==> config.mk <==
export PLATFORM = sky130hd
export DESIGN_NAME = sdrd_capture
export DESIGN_NICKNAME = d
export VERILOG_FILES = /design/src/rtl/sdrd_capture.sv
export SDC_FILE = /design/constraint.sdc
export NUM_CORES = 1
export LEC_CHECK = 0
export ABC_CLOCK_PERIOD_IN_PS = 2100
export CAP_MARGIN = 10
export CORE_MARGIN = 4
export CORE_UTILIZATION = 55
export CTS_BUF_LIST = sky130_fd_sc_hd__clkbuf_4 sky130_fd_sc_hd__clkbuf_8
export DETAILED_ROUTE_END_ITERATION = 10
export DONT_BUFFER_PORTS = 1
export GPL_ROUTABILITY_DRIVEN = 0
export GPL_TIMING_DRIVEN = 0
export PLACE_DENSITY = 0.7
export SLEW_MARGIN = 20
export SYNTH_ARGS = -nofsm -noshare
export SYNTH_HDL_FRONTEND = slang
export SYNTH_SLANG_ARGS = --single-unit
==> constraint.sdc <==
create_clock -name clk -period 2.1 [get_ports clk]
set_input_delay 0.42 -clock clk [delete_from_list [all_inputs] [get_ports clk]]
set_output_delay 0.42 -clock clk [all_outputs]
set_load 0.1 [all_outputs]
==> src/rtl/sdrd_capture.sv <==
// sdrd_capture: serial-to-parallel capture of the CLE20 sequencer SDRD stream.
// Bits are sampled on bit_strobe while sdrd_oe is high and assembled into a
// WIDTH-bit word. The word is presented in a holding register with a
// valid/ack handshake. Dropped drive is flagged as frm_err, and a word lost
// to a full holding register is flagged as ovr_err.
// Optional feature: define SDRD_PARITY_EN to append an even-parity bit to
// each frame (WIDTH+1 bits). The result is reported on par_err.
module sdrd_capture #(
   parameter int WIDTH     = 8,
   parameter bit MSB_FIRST = 1'b1
) (
   input  logic             clk,
   input  logic             rst_n,
   input  logic             frame_start,
   input  logic             bit_strobe,
   input  logic             sdrd,
   input  logic             sdrd_oe,
   input  logic             rd_ack,
   input  logic             clr_err,
   output logic [WIDTH-1:0] dout,
   output logic             dout_valid,
   output logic             busy,
   output logic             ovr_err,
   output logic             frm_err,
   output logic             par_err
);

`ifdef SDRD_PARITY_EN
   localparam int NBITS = WIDTH + 1;
`else
   localparam int NBITS = WIDTH;
`endif
   localparam int            CW       = $clog2(NBITS + 1);
   localparam logic [CW-1:0] LAST_IDX = CW'(NBITS - 1);
   localparam logic [CW-1:0] DATA_CNT = CW'(WIDTH);

   typedef enum logic {
      IDLE  = 1'b0,
      SHIFT = 1'b1
   } state_t;

   state_t           r_state;
   state_t           w_state_next;

   logic [CW-1:0]    r_cnt;
   logic [WIDTH-1:0] r_sr;
   logic [WIDTH-1:0] w_sr_shift;
   logic [WIDTH-1:0] w_word;
   logic [WIDTH-1:0] r_dout;
   logic             r_dout_valid;
   logic             r_busy;
   logic             r_ovr_err;
   logic             r_frm_err;

   logic             w_restart;
   logic             w_shift;
   logic             w_abort;
   logic             w_complete;
   logic             w_accept;
   logic             w_drop;
   logic             w_is_data;

   // Shift direction decides where the first sampled bit ends up
   generate
      if (MSB_FIRST) begin : g_msb_first
         assign w_sr_shift = {r_sr[WIDTH-2:0], sdrd};
      end else begin : g_lsb_first
         assign w_sr_shift = {sdrd, r_sr[WIDTH-1:1]};
      end
   endgenerate

   // Only the first WIDTH bits of a frame are data; a trailing parity bit is not stored
   assign w_is_data = (r_cnt < DATA_CNT);

   // A frame completes on the strobe carrying bit NBITS-1.
   // Without parity, that final bit is data and joins the word on the same edge.
`ifdef SDRD_PARITY_EN
   assign w_word = r_sr;
`else
   assign w_word = w_sr_shift;
`endif

   // Holding register takes the new word if it is empty or being consumed this cycle
   assign w_accept = w_complete & (~r_dout_valid | rd_ack);
   assign w_drop   = w_complete &   r_dout_valid & ~rd_ack;

   // State register
   always_ff @(posedge clk or negedge rst_n) begin
      if (!rst_n) begin
         r_state <= IDLE;
      end else begin
         r_state <= w_state_next;
      end
   end

   // Next state and frame events; frame_start has priority over bit_strobe
   always_comb begin
      w_state_next = r_state;
      w_restart    = 1'b0;
      w_shift      = 1'b0;
      w_abort      = 1'b0;
      w_complete   = 1'b0;
      case (r_state)
         IDLE: begin
            if (frame_start) begin
               w_restart    = 1'b1;
               w_state_next = SHIFT;
            end
         end
         SHIFT: begin
            if (frame_start) begin
               w_restart = 1'b1;
            end else if (bit_strobe) begin
               if (!sdrd_oe) begin
                  w_abort      = 1'b1;
                  w_state_next = IDLE;
               end else begin
                  w_shift = 1'b1;
                  if (r_cnt == LAST_IDX) begin
                     w_complete   = 1'b1;
                     w_state_next = IDLE;
                  end
               end
            end
         end
         default: w_state_next = IDLE;
      endcase
   end

   // Bit counter and shift register; cleared whenever a frame starts or ends
   always_ff @(posedge clk or negedge rst_n) begin
      if (!rst_n) begin
         r_cnt <= '0;
         r_sr  <= '0;
      end else if (w_restart || w_abort || w_complete) begin
         r_cnt <= '0;
         r_sr  <= '0;
      end else if (w_shift) begin
         r_cnt <= r_cnt + 1'b1;
         if (w_is_data) begin
            r_sr <= w_sr_shift;
         end
      end
   end

   // Holding register with valid/ack handshake
   always_ff @(posedge clk or negedge rst_n) begin
      if (!rst_n) begin
         r_dout       <= '0;
         r_dout_valid <= 1'b0;
      end else if (w_accept) begin
         r_dout       <= w_word;
         r_dout_valid <= 1'b1;
      end else if (rd_ack) begin
         r_dout_valid <= 1'b0;
      end
   end

   // Sticky error flags; a new event in the clearing cycle keeps the flag set
   always_ff @(posedge clk or negedge rst_n) begin
      if (!rst_n) begin
         r_ovr_err <= 1'b0;
         r_frm_err <= 1'b0;
      end else begin
         r_ovr_err <= w_drop  | (r_ovr_err & ~clr_err);
         r_frm_err <= w_abort | (r_frm_err & ~clr_err);
      end
   end

   // busy is registered from the next state, so it tracks SHIFT without a decode on the output
   always_ff @(posedge clk or negedge rst_n) begin
      if (!rst_n) begin
         r_busy <= 1'b0;
      end else begin
         r_busy <= (w_state_next == SHIFT);
      end
   end

`ifdef SDRD_PARITY_EN
   logic r_par_acc;
   logic r_par_err;

   // Running XOR over data bits. It is folded with the parity bit on the
   // completing strobe, and the result is loaded together with dout.
   always_ff @(posedge clk or negedge rst_n) begin
      if (!rst_n) begin
         r_par_acc <= 1'b0;
         r_par_err <= 1'b0;
      end else begin
         if (w_restart || w_abort || w_complete) begin
            r_par_acc <= 1'b0;
         end else if (w_shift) begin
            r_par_acc <= r_par_acc ^ sdrd;
         end
         if (w_accept) begin
            r_par_err <= r_par_acc ^ sdrd;
         end
      end
   end

   assign par_err = r_par_err;
`else
   assign par_err = 1'b0;
`endif

   assign dout       = r_dout;
   assign dout_valid = r_dout_valid;
   assign busy       = r_busy;
   assign ovr_err    = r_ovr_err;
   assign frm_err    = r_frm_err;

endmodule

## Yosys cells after proc, flatten, opt, wreduce, memory -nomap -nowiden

Cells that the tools add are included.

- $add $sub $neg: 1
- $mul: 0
- Div/mod/pow operators: 0
- Order comparisons: 1
- Equal/unequal tests: 1
- Shift-type cells: 0
- Multiplexer cells: 26
- Bitwise gates (word level): 12
- Reduce and logical (&&, ||, !) cells: 6

Operators with widths:

| cell | number |
|---|---|
| $mux 7 | 3 |
| $mux 1 | 20 |
| $mux 4 | 2 |
| $reduce_bool 2->1 | 3 |
| $and 1x1->1 | 5 |
| $add 4x1->4 const B | 1 |
| $eq 4x3->1 const B | 1 |
| $lt 4x4->1 const B | 1 |
| $not 1->1 | 4 |
| $or 1x1->1 | 3 |
| $logic_or 1x1->1 | 2 |
| $pmux 1 s2 | 1 |
| $reduce_and 2->1 | 1 |

- Register bits after elaboration: 23
- Latch bits: 0
- Bits in writable memories: 0
- ROM bits: 0
- Input port bits: 8
- Logic and storage cells: 54
- Memories kept: 0

## Longest topological paths before layout

Gate-level depths: netlist (run 1).

- Word-level depth: 9
- Depth in mapped cells: 5

## Worst setup path after synthesis (run 1)

No wires, ideal clock.

- Kind: flip-flop to flip-flop
- Start point: register, netlist name busy
- End point: register r_dout[0] (netlist: dout[0])
- Library setup time: 0.125 ns
- Arrival time: 1.944 ns
- Data required time: 1.975 ns
- Path slack: 0.030 ns
- Stages on the path, launching flop included: 5
- Path buffers: 1
- Cells stage by stage: dfrtp_1 -> nand4b_4 -> and3b_1 -> buf_4 -> mux2_2

RTL lines:

| item | RTL line | RTL |
|---|---|---|
| to (signal assigned) | 152 | `r_dout <= w_word;` |
| to (decl) | 49 | `logic [WIDTH-1:0] r_dout;` |

## Worst setup path after layout (run 1)

- Start point: register r_dout_valid (netlist: dout_valid)
- End point: register r_dout[4] (netlist: dout[4])

- Cells in the longest elaborated chain, start to end: 3

Ends and longest elaborated chain:

| item | RTL line | RTL |
|---|---|---|
| from (decl) | 50 | `logic r_dout_valid;` |
| from (signal assigned) | 150 | `r_dout_valid <= 1'b0;` |
| from (signal assigned) | 153 | `r_dout_valid <= 1'b1;` |
| from (signal assigned) | 155 | `r_dout_valid <= 1'b0;` |
| $not 1->1 | 84 | `assign w_accept = w_complete & (~r_dout_valid \| rd_ack);` |
| $or 1x1->1 | 84 |  |
| $and 1x1->1 | 84 |  |

No other way between the ends.
A chain may end at the register's enable or synchronous reset.

==> results.sh, run 1 <==
export IMPL_synth_edff_count=0
export IMPL_grt_pass1_vias=726
export IMPL_yosysTopAreaCell="dfrtp_1"
export IMPL_status="finished clean"
export IMPL_async_flop_share_pct=100
export IMPL_seq_area_frac_synth_pct=56.0
export IMPL_finalCritPeriodShare_pct=92.1
export IMPL_worstMarginPinSlew_ns=0.912
export IMPL_rows=15
export IMPL_drv_slew=0
export IMPL_overflow=0
export IMPL_power_static_leakage_nw=0.504
export IMPL_critPathCaptureType="flop"
export IMPL_drt_total_wl_um=1860
export IMPL_finalHoldViolCount=0
export IMPL_synth_fp_nets=100
export IMPL_yosysMostFrequentCell="dfrtp_1"
export IMPL_die_w_um=51.2
export IMPL_num_antenna_cells=0
export IMPL_fmax_mhz=517
export IMPL_critPathLaunchType="flop"
export IMPL_r2r_start="dout_valid"
export IMPL_h_tree_depth=1
export IMPL_mappedNetlistArea_sq_um=1030
export IMPL_yosysTopAreaCellShare_pct=56.0
export IMPL_syn_avg_cell_area_sq_um=11.3
export IMPL_power_density_nw_per_um2=660
export IMPL_critical_path_class="reg -> reg"
export IMPL_crit_fanout=8
export IMPL_hold_class="in -> async"
export IMPL_slew_headroom_pct=39.2
export IMPL_drive_above_1_share_pct=19.8
export IMPL_clock_skew_ns=0.00626
export IMPL_arrival_ns=2.14
export IMPL_placedCellCount=116
export IMPL_max_cap_violations=0
export IMPL_grt_max_degree=24
export IMPL_postRouteAntennaNets=0
export IMPL_fin_cells=121
export IMPL_syn2layout_area_growth_pct=6.33
export IMPL_synth_common_cells="dfrtp_1, a21oi_1, o21ai_0"
export IMPL_dr_pass1_iters=4
export IMPL_synth_area_leaders="dfrtp_1, mux2_2, a21oi_1"
export IMPL_grt_total_usage_pct=17.0
export IMPL_nNetsFinal=106
export IMPL_grt_first_pass_wirelength_um=3320
export IMPL_antenna_found_initial=0
export IMPL_cts_tree="yes"
export IMPL_yosysWarnings=0
export IMPL_grt_use_met1_pct=21.5
export IMPL_path_clk_slew_ns=0.13
export IMPL_vdd_drop_max_v=0.000388
export IMPL_dieArea_sq_um=2630
export IMPL_ys_types=24
export IMPL_synthFlopType="dfrtp_1"
export IMPL_root_buffer="clkbuf_4"
export IMPL_synthesis_instances=91
export IMPL_viasPerCell=5.74
export IMPL_drt_iter0_drc=7
export IMPL_post_dp_hpwl_um=1320
export IMPL_critPathRequiredTime_ns=2.30
export IMPL_numCtsBuffers=3
export IMPL_synth_seq_cells=23
export IMPL_grt_busiest_layer="met2"
export IMPL_core_sq_um=1750
export IMPL_rsz0062_at_grt="false"
export IMPL_postCtsSetupBuffers=0
export IMPL_setup_violations=0
export IMPL_port_buffers=0
export IMPL_drcViolationCount=0
export IMPL_period_needed_ns=1.93
export IMPL_wl_per_cell_um=15.4
export IMPL_finalPower_uw=722
export IMPL_dieHeight_um=51.2
export IMPL_cts_path_max_buffers=2
export IMPL_initial_core_util_pct=58.9
export IMPL_crit_path_start="dout_valid"
export IMPL_use_met2_pct=28.8
export IMPL_hold_slack_ns=0.0574
export IMPL_insertion_delay_ns=0.31
export IMPL_cts_sinks=23
export IMPL_io_pin_count=21
export IMPL_met3_usage_pct=2.92
export IMPL_num_vias=695
## timing repair
item,4_1_cts,5_1_grt
resized for setup,1,0
endpoints found under the hold margin,23,0
endpoints found under the setup margin,8,0
hold buffers,1,0
## path summary, 6_finish.rpt
kind,endpoint,slack [ns],depth (start not counted)
max,dout[4],0.17,4
min in group clk,frm_err,0.18,1
max in group asynchronous,busy,1.68,1
min,ovr_err,0.06,1
min reg2reg,dout[7],0.52,1
max reg2reg,dout[4],0.17,4
## stage by stage
stage	util [%]	TNS [ns]	cell area, sq um	setup WS, ns
finish	62.7	0	1090	0.166
global placement	60.7	-0.581	1060	-0.0765
global route	62.7	0	1090	0.0986
floorplan	-	0	1030	0.0300
detailed placement	60.7	-0.718	1060	-0.0942
CTS	62.9	0	1100	0.156
## kinds of logic after synthesis
kind of cell	count (synthesis)	synth area share (%)
AOI/OAI and AO/OA	25	13.0
other	1	0.365
buffers and inverters	8	3.65
DFF	23	56.0
and+or+nand+nor	25	17.0
adders and majority gates	1	1.22
muxes	8	8.76
## cells in the final DEF (no fill, tap or decap), types with 2 or more instances in the layout
master / count
buf_4: 2
a21oi_1: 11
and3b_1: 3
clkbuf_1: 2
nand4_1: 7
dfrtp_1: 22
or3_1: 2
clkbuf_4: 3
mux2_2: 8
nand3_1: 2
nand2_1: 4
o22ai_1: 2
inv_1: 4
o21ai_0: 10
## final cells by class
type / count / area, sq um
Multi-Input combinational cell: 60 / 415
Timing Repair Buffer: 1 / 5.00
Clock inverter: 1 / 5.00
Clock buffer: 3 / 22.5
Sequential cell: 23 / 577
Buffer: 4 / 22.5
Inverter: 4 / 15.0
Fill cell: 142 / 652
Tap cell: 25 / 31.3
## state kept, by name, indices dropped and copies added (netlist names)
register	cells
r_cnt	4
dout	8
dout_valid	1
ovr_err	1
busy	1
r_sr	7
frm_err	1
## report_power, final
part	switching, mW	internal (mW)	total [mW]
logic	0.0336	0.0130	0.0466
registers	0.0259	0.447	0.473
clock network	0.131	0.0711	0.202
## worst max-delay path, stage by stage (launching register included)
cell and delay (ns):
dfrtp_1 0.96, nand2b_1 0.20, and3b_1 0.23, buf_4 0.17, mux2_2 0.27
## metal layers
layer	share of wire, %	routed length [um]
met4	1.4	26
met1	44	824
met2	49	907
met3	5.6	104
met5	0	0
Power figures use the tool's default switching activity.
==> run 2, diff against run 1 <==
--- a/config.mk
+++ b/config.mk
@@ -7,7 +7,7 @@
 export LEC_CHECK = 0
 export ABC_CLOCK_PERIOD_IN_PS = 2100
 export CAP_MARGIN = 10
-export CORE_MARGIN = 4
+export CORE_MARGIN = 2
 export CORE_UTILIZATION = 55
 export CTS_BUF_LIST = sky130_fd_sc_hd__clkbuf_4 sky130_fd_sc_hd__clkbuf_8
 export DETAILED_ROUTE_END_ITERATION = 10
==> run 2 against run 1 <==
Effect of this change: sequential power about the same; largest cell class unchanged; largest power group unchanged; non-clock buffer count unchanged; setup slack got worse by 0.013 ns; maximum frequency decreased by 0.67%; hold slack got worse by 0.016 ns.
==> results.sh, run 2 (synthesized netlist as in run 1, its figures left out) <==
export IMPL_finalCritPeriodShare_pct=92.7
export IMPL_cts_tree="yes"
export IMPL_postRouteAntennaNets=0
export IMPL_wl_per_cell_um=15.0
export IMPL_dieArea_sq_um=2230
export IMPL_placed_area_sq_um=1060
export IMPL_post_dp_hpwl_um=1310
export IMPL_num_antenna_cells=0
export IMPL_antenna_found_initial=0
export IMPL_r2r_cells=4
export IMPL_viasPerCell=5.67
export IMPL_initial_core_util_pct=58.9
export IMPL_clock_skew_ns=0.0197
export IMPL_finalHoldViolCount=0
export IMPL_num_vias=686
export IMPL_drcViolationCount=0
export IMPL_critPathLaunchType="flop"
export IMPL_slew_headroom_pct=40.0
export IMPL_drv_slew=0
export IMPL_final_common_cell="dfrtp_1"
export IMPL_dieHeight_um=47.2
export IMPL_drive_above_1_share_pct=19.8
export IMPL_drt_iter0_drc=13
export IMPL_setup_violations=0
export IMPL_cts_path_max_buffers=2
export IMPL_rsz0062_at_grt="false"
export IMPL_grt_first_pass_wirelength_um=2920
export IMPL_drt_total_wl_um=1810
export IMPL_die_w_um=47.2
export IMPL_finalPower_uw=722
export IMPL_vdd_drop_max_v=0.000436
export IMPL_grt_max_degree=24
export IMPL_tns_ns=0
export IMPL_crit_fanout=8
export IMPL_insertion_delay_ns=0.31
export IMPL_worstMarginPinSlew_ns=0.900
export IMPL_final_area_sq_um=1090
export IMPL_nNetsFinal=106
export IMPL_port_buffers=0
export IMPL_critical_path_class="reg -> reg"
export IMPL_hold_class="in -> async"
export IMPL_path_clk_slew_ns=0.14
export IMPL_multiInputGateArea_sq_um=415
export IMPL_grt_pass1_vias=680
export IMPL_fmax_mhz=514
export IMPL_largest_register_ffs=8
export IMPL_num_fill_cells=144
export IMPL_hold_slack_ns=0.0419
export IMPL_period_needed_ns=1.95
export IMPL_grt_total_usage_pct=18.8
export IMPL_status="finished clean"
export IMPL_seq_area_sq_um=577
export IMPL_h_tree_depth=1
export IMPL_overflow=0
export IMPL_core_sq_um=1750
export IMPL_power_static_leakage_nw=0.504
export IMPL_critPathRequiredTime_ns=2.29
export IMPL_power_density_nw_per_um2=660
export IMPL_syn2layout_area_growth_pct=6.33
export IMPL_layout_common_cells="dfrtp_1, a21oi_1, o21ai_0, mux2_2, nand4_1"
export IMPL_io_pin_count=21
export IMPL_dr_pass1_iters=4
export IMPL_critPathCaptureType="flop"
export IMPL_cts_sinks=23
export IMPL_root_buffer="clkbuf_4"
export IMPL_numCtsBuffers=3
export IMPL_rows=15
export IMPL_max_cap_violations=0
export IMPL_arrival_ns=2.14
run 2: cell counts in the layout (fill, tap and decap cells not counted):
No cell type changed its count.
run 2: cell type report:
type,instances,share of cell area (%)
sequential,23,52.7
multi-input combinational,60,38.0
tap,25,2.86
clock buffer,3,2.06
buffer,4,2.06
inverter,4,1.37
clock inverter,1,0.458
timing repair buffer,1,0.458
run 2: power breakdown:
group,leakage [nW],internal (mW),switching [mW],total [mW]
combinational,0.171,0.0130,0.0331,0.0461
clock,0.0177,0.0711,0.133,0.204
sequential,0.316,0.447,0.0255,0.472
total,0.504,0.531,0.192,0.722
run 2: stage by stage:
stage	instances	worst slack (ns)	util [%]
floorplan	91	0.0300	-
global placement	116	-0.0731	60.7
detailed placement	116	-0.116	60.7
CTS	121	0.153	62.9
global route	121	0.0902	62.7
finish	121	0.153	62.7
run 2: per-layer routing:
layer | track usage (%) | routed length, um | up-vias
met2 | 30.0 | 848 | 18
met4 | 5.56 | 23 | 0
met1 | 25.7 | 868 | 322
met3 | 4.23 | 74 | 4
met5 | 0 | 0 | -
li1 | - | - | 342
run 2: final timing paths:
check / startpoint / to / slack (ns)
worst max-delay path: dout_valid / dout[3] / 0.15
worst min-delay path: rst_n / r_sr[6] / 0.04
worst max register to register: dout_valid / dout[3] / 0.15
worst min register to register: r_sr[6] / dout[7] / 0.53
max in group asynchronous: rst_n / dout[4] / 1.70
min in group clk: sdrd_oe / frm_err / 0.17
run 2: worst max-delay path, cell delays in order (launching register included):
cell      delay [ns]
dfrtp_1         0.96
nand2b_1        0.19
and3b_1         0.23
buf_4           0.17
mux2_2          0.28
run 2: timing repair:
item                                   4_1_cts  5_1_grt
setup buffers                                0        0
endpoints found under the hold margin       23        0
hold buffers                                 1        0
setup endpoints to repair                    8        0
resized for setup                            1        0
==> run 3, diff against run 2 <==
--- a/config.mk
+++ b/config.mk
@@ -5,7 +5,7 @@
 export SDC_FILE = /design/constraint.sdc
 export NUM_CORES = 1
 export LEC_CHECK = 0
-export ABC_CLOCK_PERIOD_IN_PS = 2100
+export ABC_CLOCK_PERIOD_IN_PS = 1900
 export CAP_MARGIN = 10
 export CORE_MARGIN = 2
 export CORE_UTILIZATION = 55
@@ -15,6 +15,7 @@
 export GPL_ROUTABILITY_DRIVEN = 0
 export GPL_TIMING_DRIVEN = 0
 export PLACE_DENSITY = 0.7
+export RECOVER_POWER = 25
 export SLEW_MARGIN = 20
 export SYNTH_ARGS = -nofsm -noshare
 export SYNTH_HDL_FRONTEND = slang
==> constraint.sdc (replaced) <==
create_clock -name clk -period 1.9 [get_ports clk]
set_input_delay 0.38 -clock clk [delete_from_list [all_inputs] [get_ports clk]]
set_output_delay 0.38 -clock clk [all_outputs]
set_load 0.02 [all_outputs]
==> run 3 against run 2 <==
Effect of this change: clock power grew 12%; die area is the same; highest routed layer unchanged; critical endpoint unchanged; clock skew grew 0.0023 ns; flip-flop and latch count is the same; sequential power grew 6.6%; first-iteration DRC count shrank 54%; maximum frequency grew 13%; sequential share of layout area is essentially flat; critical path depth grew 1.
==> results.sh, run 3 (synthesized netlist as in run 1, its figures left out) <==
export IMPL_status="finished clean"
export IMPL_r2r_cells=5
export IMPL_viasPerCell=5.64
export IMPL_p_switching_uw=189
export IMPL_antenna_found_initial=0
export IMPL_drv_slew=0
export IMPL_placedCellCount=116
export IMPL_pwr_share_clk_pct=29.5
export IMPL_path_clk_slew_ns=0.14
export IMPL_fin_cells=121
export IMPL_power_static_leakage_nw=0.502
export IMPL_wl_met1_um=903
export IMPL_root_buffer="clkbuf_4"
export IMPL_nNetsFinal=106
export IMPL_vdd_drop_max_v=0.000481
export IMPL_layout_common_cells="dfrtp_1, a21oi_1, o21ai_0, mux2_2, nand4_1"
export IMPL_finalHoldViolCount=0
export IMPL_power_frac_comb_pct=5.7
export IMPL_critPathLaunchType="flop"
export IMPL_min_from="sdrd_oe"
export IMPL_overflow=0
export IMPL_post_dp_hpwl_um=1310
export IMPL_r2r_start="r_cnt[0]"
export IMPL_num_antenna_cells=0
export IMPL_worstMarginPinSlew_ns=1.22
export IMPL_grt_first_pass_wirelength_um=2900
export IMPL_grt_pass1_vias=675
export IMPL_grt_total_usage_pct=18.7
export IMPL_reg2reg_slack_ns=0.18
export IMPL_core_sq_um=1750
export IMPL_postRouteAntennaNets=0
export IMPL_rows=15
export IMPL_h_tree_depth=1
export IMPL_hold_class="in -> reg"
export IMPL_utilization_pct=62.5
export IMPL_initial_core_util_pct=58.9
export IMPL_cts_tree="yes"
export IMPL_largest_register_ffs=8
export IMPL_path_common_cell="and3b_1"
export IMPL_drt_total_wl_um=1830
export IMPL_syn2layout_area_growth_pct=6.08
export IMPL_die_w_um=47.2
export IMPL_slowest_stage="dfrtp_1"
export IMPL_dieHeight_um=47.2
export IMPL_max_cap_violations=0
export IMPL_dieArea_sq_um=2230
export IMPL_setup_violations=0
export IMPL_rsz0062_at_grt="false"
export IMPL_critPathCaptureType="flop"
export IMPL_numCtsBuffers=3
export IMPL_wl_met3_um=57
export IMPL_clock_skew_ns=0.0220
export IMPL_met2WireLength_um=842
export IMPL_hold_depth=1
export IMPL_port_buffers=0
export IMPL_cp_slowest_stage_delay_ns=0.41
export IMPL_finalCritPeriodShare_pct=90.8
export IMPL_fmax_mhz=580
export IMPL_dr_pass1_iters=4
export IMPL_tns_ns=0
export IMPL_final_common_cell="dfrtp_1"
export IMPL_cp_cell_sequence="ha_1, and3b_1, and3b_1, buf_4, mux2_2"
export IMPL_power_density_nw_per_um2=710
export IMPL_p_int_uw=586
export IMPL_crit_fanout=8
export IMPL_wl_per_cell_um=15.1
export IMPL_hold_slack_ns=0.121
export IMPL_io_pin_count=21
export IMPL_num_vias=682
export IMPL_drt_iter0_drc=6
export IMPL_insertion_delay_ns=0.32
export IMPL_slew_headroom_pct=18.8
export IMPL_critical_path_class="reg -> reg"
export IMPL_drive_above_1_share_pct=17.7
export IMPL_reg2reg_to="dout[3]"
export IMPL_cts_sinks=23
export IMPL_seqPwrFrac_pct=64.9
export IMPL_holdPathEnd="frm_err"
export IMPL_top_layer_used="met4"
export IMPL_period_needed_ns=1.72
export IMPL_cts_resized=0
export IMPL_critPathRequiredTime_ns=2.09
export IMPL_cts_path_max_buffers=2
export IMPL_drcViolationCount=0
export IMPL_arrival_ns=1.92
export IMPL_p_sw_share_pct=24.3
export IMPL_finalPower_uw=775
export IMPL_grt_max_degree=24
[run 3: cell types whose count changed in the layout (fill, tap and decap cells not counted), sizes merged]
cell	previous run	this run
buf	3	2
clkbuf	5	6
[run 3: metal layers]
layer  GRT usage [%]  vias to the layer above
met5               0                        -
met1            26.6                      324
met3            3.85                        4
met4            6.11                        0
li1                -                      341
met2            28.4                       13
[run 3: cell type report]
cell class	count	area, sq um
multi-input cells	60	415
inverters	4	15.0
clock buffers	3	22.5
plain buffers	4	22.5
well taps	25	31.3
fillers	149	654
flip-flops and latches	23	576
clock inverters	1	5.00
repair buffers	1	3.75
[run 3: power groups by stage]
| stage | Clock [mW] | Sequential [mW] | Combinational, mW |
|---|---|---|---|
| detailed placement | 0 | 0.513 | 0.0344 |
| CTS | 0.231 | 0.503 | 0.0454 |
| finish | 0.228 | 0.503 | 0.0438 |
| global placement | 0 | 0.512 | 0.0330 |
| floorplan | 0 | 0.511 | 0.0281 |
| global route | 0.252 | 0.504 | 0.0497 |
[run 3: worst max path at each step]
stage,startpoint,end,slack (ns),depth (start not counted)
2_1_floorplan,busy,dout[0],0.39,4
4_1_cts,r_cnt[0],dout[3],0.17,5
6_report,r_cnt[0],dout[3],0.18,5
5_1_grt,r_cnt[0],dout[3],0.08,5
3_3_place_gp,r_cnt[0],dout[2],0.26,5
3_5_place_dp,r_cnt[0],dout[3],0.21,5
[run 3: stage by stage]
stage          instance area (sq um)  setup WS (ns)
4_1_cts                         1100          0.173
3_3_place_gp                    1060          0.262
2_1_floorplan                   1030          0.389
5_1_grt                         1090         0.0790
6_report                        1090          0.175
3_5_place_dp                    1060          0.211
[run 3: critical path, delay by kind of cell (launching register included)]
kind                     cells  cell delay [ns]
multiplexers                 1             0.35
AND/OR/NAND/NOR              2             0.45
buffers and inverters        1             0.16
flip-flops                   1             0.41
adder cells (fa/ha/maj)      1             0.22
[run 3: repair_timing]
| item | CTS | global route |
|---|---|---|
| endpoints found under the hold margin | 23 | 0 |
| hold buffers | 1 | 0 |
| buffers inserted | 0 | 0 |
